`src/rtl/preset_tick_counter.sv`:
```
// preset_tick_counter
//   Programmable prescaler that emits a one-cycle clock-enable strobe
//   (tick_o) every div_ratio+1 enabled cycles. Each strobe advances an
//   up/down modulo counter that runs over 0..LIMIT and returns to PRESET
//   after reset or a preset pulse. Everything stays on the single clock.
//
// Ports
//   clock     in   1      sole clock, rising edge
//   reset_n   in   1      asynchronous active-low reset
//   enable    in   1      prescaler runs when 1, holds when 0
//   div_ratio in   DIV_W  tick period minus one
//   down      in   1      counting direction, sampled on tick edges only
//   preset    in   1      count <= PRESET, prescaler <= 0
//   load      in   1      count <= min(load_val, LIMIT)
//   load_val  in   CNT_W  value for load
//   tick_o    out  1      one-cycle strobe per prescaler period
//   count_o   out  CNT_W  counter value
//   wrap_o    out  1      one-cycle strobe when the counter wraps
module preset_tick_counter #(
  parameter int unsigned DIV_W  = 4,
  parameter int unsigned CNT_W  = 5,
  parameter int unsigned LIMIT  = 31,
  parameter int unsigned PRESET = 9
) (
  input  logic             clock,
  input  logic             reset_n,
  input  logic             enable,
  input  logic [DIV_W-1:0] div_ratio,
  input  logic             down,
  input  logic             preset,
  input  logic             load,
  input  logic [CNT_W-1:0] load_val,
  output logic             tick_o,
  output logic [CNT_W-1:0] count_o,
  output logic             wrap_o
);

  localparam logic [CNT_W-1:0] LIMIT_C  = CNT_W'(LIMIT);
  localparam logic [CNT_W-1:0] PRESET_C = CNT_W'(PRESET);
  localparam logic [CNT_W-1:0] ZERO_C   = '0;

  logic [DIV_W-1:0] pcnt_q, pcnt_d;
  logic             tick_q, tick_d;
  logic [CNT_W-1:0] count_q, count_d;
  logic             wrap_q, wrap_d;
  logic [CNT_W-1:0] load_sat_c;

  // Loaded value clamped to the terminal value.
  assign load_sat_c = (load_val > LIMIT_C) ? LIMIT_C : load_val;

  // Prescaler next state. The >= compare lets a lowered div_ratio end the
  // current period on the very next edge instead of running past it.
  always_comb begin
    pcnt_d = pcnt_q;
    tick_d = 1'b0;
    if (preset) begin
      pcnt_d = '0;
    end else if (enable) begin
      if (pcnt_q >= div_ratio) begin
        pcnt_d = '0;
        tick_d = 1'b1;
      end else begin
        pcnt_d = pcnt_q + DIV_W'(1);
      end
    end
  end

  // Counter next state: preset > load > tick. tick_d is the tick event, so
  // count_o moves on the same edge that raises tick_o.
  always_comb begin
    count_d = count_q;
    wrap_d  = 1'b0;
    if (preset) begin
      count_d = PRESET_C;
    end else if (load) begin
      count_d = load_sat_c;
    end else if (tick_d) begin
      if (down) begin
        if (count_q == ZERO_C) begin
          count_d = LIMIT_C;
          wrap_d  = 1'b1;
        end else begin
          count_d = count_q - CNT_W'(1);
        end
      end else begin
        if (count_q == LIMIT_C) begin
          count_d = ZERO_C;
          wrap_d  = 1'b1;
        end else begin
          count_d = count_q + CNT_W'(1);
        end
      end
    end
  end

  // State registers.
  always_ff @(posedge clock or negedge reset_n) begin
    if (!reset_n) begin
      pcnt_q  <= '0;
      tick_q  <= 1'b0;
      count_q <= PRESET_C;
      wrap_q  <= 1'b0;
    end else begin
      pcnt_q  <= pcnt_d;
      tick_q  <= tick_d;
      count_q <= count_d;
      wrap_q  <= wrap_d;
    end
  end

  assign tick_o  = tick_q;
  assign count_o = count_q;
  assign wrap_o  = wrap_q;

endmodule

```
`config.mk`:
```
export PLATFORM = sky130hd
export DESIGN_NAME = preset_tick_counter
export DESIGN_NICKNAME = d
export VERILOG_FILES = /design/src/rtl/preset_tick_counter.sv
export SDC_FILE = /design/constraint.sdc
export NUM_CORES = 1
export LEC_CHECK = 0
export ABC_AREA = 1
export CAP_MARGIN = 20
export CORE_AREA = 3 3 49 51
export CTS_BUF_LIST = sky130_fd_sc_hd__clkbuf_4 sky130_fd_sc_hd__clkbuf_8
export DETAILED_ROUTE_END_ITERATION = 6
export DIE_AREA = 0 0 52 54
export PLACE_DENSITY = 0.83
export SKIP_CTS_REPAIR_TIMING = 1
export SYNTH_ARGS = -nofsm -noshare
export SYNTH_HDL_FRONTEND = slang
export SYNTH_SLANG_ARGS = --single-unit
```
`constraint.sdc`:
```
create_clock -name clock -period 3.4 [get_ports clock]
set_input_delay 1.02 -clock clock [delete_from_list [all_inputs] [get_ports clock]]
set_output_delay 1.02 -clock clock [all_outputs]
set_load 0.03 [all_outputs]
```
After elaboration in Yosys (flattened, before gate mapping)
Index checks and enable logic that the tools add are counted.
{"block": "totals", "regBits": 11, "wordCells": 32}
{"block": "classes", "add_sub_neg": 3, "magnitude_cmp": 2, "n_eq_ne": 1, "n_mux": 19, "n_reduce_logical": 3}
{"op": "$mux 5", "n": 7}
{"op": "$mux 4", "n": 3}
{"op": "$mux 1", "n": 9}
{"op": "$add 5x1->5 const B", "n": 1}
{"op": "$eq 5x5->1 const B", "n": 1}
{"op": "$gt 5x5->1 const B", "n": 1}
{"op": "$logic_not 5->1", "n": 1}
{"op": "$sub 5x1->5 const B", "n": 1}
{"op": "$add 4x1->4 const B", "n": 1}
{"op": "$ge 4x4->1", "n": 1}
{"op": "$reduce_bool 3->1", "n": 1}
{"op": "$reduce_bool 2->1", "n": 1}

Depth between registers and ports, before layout
{"block": "depth", "word_depth": 7, "depth_mapped": 11}

Worst setup path after synthesis
Ideal clock, no wire load.
{"block": "synth_path", "path_kind": "input to register", "startpoint": "in div_ratio[3]", "endpoint": "reg count_q[4] (netlist: count_o[4])", "setup_time_ns": 0.120, "arrival_ns": 1.975, "required_time_ns": 3.280, "slack_ns": 1.306, "stages": 8, "n_path_buf": 0, "cell_sequence": "inv_1 > ha_1 > a21oi_1 > nand3_2 > nand2_4 > nand2_8 > nand2_1 > o21ai_2"}
{"block": "synth_via", "elab_chain_len": 5}
{"item": "start: declaration", "line_no": "28", "rtl": "input logic [DIV_W-1:0] div_ratio,"}
{"item": "$ge 4x4->1", "line_no": "59", "rtl": "if (pcnt_q >= div_ratio) begin"}
{"item": "$mux 1", "line_no": "59"}
{"item": "$mux 1", "line_no": "58", "rtl": "end else if (enable) begin"}
{"item": "$mux 1", "line_no": "56", "rtl": "if (preset) begin"}
{"item": "$reduce_bool 3->1 (no line)"}
{"item": "end signal: assignment", "line_no": "106", "rtl": "count_q <= count_d;"}
{"item": "end: declaration", "line_no": "44", "rtl": "logic [CNT_W-1:0] count_q, count_d;"}
Every way passes these cells.
A chain may end at the register's enable or synchronous reset.

Worst setup path after layout
{"block": "layout_path", "startpoint": "reg count_q[2] (netlist: count_o[2])", "endpoint": "out count_o[2]"}
{"item": "end: declaration", "line_no": "34", "rtl": "output logic [CNT_W-1:0] count_o,"}
No word-level cell between the ends.

==> results.py <==
metrics = {
    "floorplan": {
        "ios": 22,
        "initial_core_util_pct": 45.8,
        "core_area_um2": 1980,
        "dieArea_um2": 2810,
        "dieWidth_um": 52,
        "die_h_um": 54,
        "rows": 16,
    },
    "setup_path": {
        "critPathSlowestCell": "clkdlybuf4s50_1",
        "crit_fanout": 8,
        "end_kind": "output port",
        "crit_required_ns": 2.38,
        "critPathMaxStageDelay_ns": 0.75,
        "cp.arrival_ns": 1.57,
        "worstSetupStartpointType": "register",
        "cp_num_buf_inv": 1,
        "crit_chain": "clkdlybuf4s50_1",
        "crit_family": "buffers and inverters",
        "crit_type": "reg -> out",
    },
    "clocking": {
        "cts_sinks": 11,
        "cts_tree": "done",
        "clockBufferDepth": 2,
        "cts_htree_levels": 1,
        "clk_pin_slew_ns": 0.06,
        "clockRootBuffer": "clkbuf_4",
        "clock_latency_ns": 0.26,
        "numCtsBuffers": 3,
    },
    "yosys": {
        "synth-seq-cells": 11,
        "synth-seq-area-share_pct": 30.6,
        "yosys.area.top_type": "dfrtp_1",
        "yosysWarnings": 0,
        "synthTopCellsByCount": "30 x nand2_1, 10 x inv_1, 10 x nor2_1",
        "netlist-cell-type-count": 27,
        "synthFlopType": "dfrtp_1",
        "async_flop_share_pct": 100,
        "ys_top_cells_by_area": "dfrtp_1 25%, nand2_1 12%, ha_1 11%",
        "syn_inst": 116,
        "syn_area_um2": 907,
        "syn_nets": 139,
        "synth.avg_cell_area_um2": 7.82,
        "synth-edff-count": 0,
        "yosysMostFrequentCell": "nand2_1",
        "yosysTopAreaCellShare_pct": 24.8,
    },
    "placed_design": {
        "hpwl_um": 1650,
        "pre_cts_slack_ns": 0.736,
        "place.gp.congestion": 0.925,
        "dp_cells": 163,
        "portBuffers": 21,
    },
    "sta": {
        "setup_violations": 0,
        "min_period_ns": 2.59,
        "hold_viol": 0,
        "fin_ws_ns": 0.809,
        "finClkSkew_ns": 0.000394,
        "finalMaxSlewViolations": 0,
        "period_share_pct": 76.2,
        "timing.fmax_mhz": 386,
        "tns_ns": 0,
        "worst_slew_pin_slew_ns": 0.477,
        "rsz0062_at_grt": "false",
        "slew_headroom_pct": 68.1,
    },
    "grt": {
        "antenna_found_initial": 0,
        "grt_start_max_net_pins": 12,
        "track_usage_pct": 15.7,
        "grt_pass1_wl_um": 3210,
        "grt_util_met3_pct": 4.16,
        "grt_overflow_total": 0,
        "grt_busiest_layer": "met2",
        "grt_pass1_vias": 738,
        "use_met2_pct": 23.6,
        "grt_use_met1_pct": 21.7,
    },
    "power": {
        "power.leakage_nw": 0.577,
        "power-per-cell-area_nw_per_um2": 332,
        "max-vdd-ir-drop_v": 0.000225,
    },
    "route": {
        "via_count": 824,
        "drc": 0,
        "finalWirelength_um": 1920,
        "drt_pass1_iterations": 4,
        "ant_nets": 0,
        "drt_iter0_markers": 16,
        "via_per_inst": 4.93,
        "wire_per_inst_um": 11.5,
    },
    "layout": {
        "drive_gt1_share_pct": 17.9,
        "utilization_pct": 59.0,
        "fill_cells": 182,
        "diodes": 0,
        "syn2layout_area_growth_pct": 29.0,
        "final_cells": 167,
        "final_nets": 164,
    },
    "hold_path": {
        "hp-class": "reg -> reg",
    },
    "run": {
        "maxCapViolations": 0,
    },
    "outcome": {
        "run_status": "finished clean",
    },
}
-- registers in the layout, indices dropped and copies added (netlist names) --
name / count
tick_o: 1
wrap_o: 1
pcnt_q: 4
count_o: 5
-- cell type report --
type	count	area, µm²	area share, %
multi-input combinational	89	562	48.0
inverter	15	56.3	4.81
timing repair buffer	21	210	18.0
tap	27	33.8	2.89
sequential	11	278	23.7
clock buffer	4	30.0	2.57
-- per-stage QoR --
| step | hold slack (ns) | total power [mW] | cell area, µm² |
|---|---|---|---|
| after global routing | 0.573 | 0.419 | 1170 |
| after CTS | 0.556 | 0.393 | 1170 |
| after floorplan | 0.494 | 0.248 | 907 |
| after global placement | 0.534 | 0.296 | 1140 |
| after detailed placement | 0.547 | 0.299 | 1140 |
| final | 0.549 | 0.389 | 1170 |
-- per-layer routing --
layer  part of all wire (%)  up-vias
met2                     45       25
met5                      0        -
met3                    6.7        2
met4                    1.4        0
li1                       -      424
met1                     47      373
-- placed cells by master, fill, tap and decap left out, types with 2 or more instances in the layout --
master	Yosys	layout
clkdlybuf4s50_1	0	21
inv_1	10	10
nand3_1	8	8
nand3_2	5	5
dfrtp_1	9	9
o21ai_1	5	5
a21oi_1	4	4
ha_1	8	8
dfstp_2	2	2
o21ai_2	3	3
clkbuf_4	0	4
nor2_1	10	10
nand2_1	30	30
nor2_4	3	3
inv_2	4	4
xor2_1	2	2
-- where the power goes --
part / internal, mW / switching (mW)
Clock: 0.0533 / 0.0393
Combinational: 0.0607 / 0.0755
Sequential: 0.143 / 0.0172
Total: 0.257 / 0.132
-- final timing paths --
path                             from    endpoint  slack (ns)  cells after the start
max in group asynchronous     reset_n  count_o[0]        1.97                      1
min                        count_o[3]  count_o[3]        0.55                      2
min reg2reg                count_o[3]  count_o[3]        0.55                      2
max                        count_o[2]  count_o[2]        0.81                      1
min in group asynchronous     reset_n   pcnt_q[0]        1.08                      1
max reg2reg                count_o[1]  count_o[2]        1.72                      9
-- cell families after synthesis --
kind of cell | share of synthesized area (%)
compound gates | 11.4
xor+xnor | 2.90
fa+ha+maj | 11.0
buf+inv | 7.45
flops | 30.6
simple gates | 36.6
Note: power is estimated with default switching activity, not from simulation.
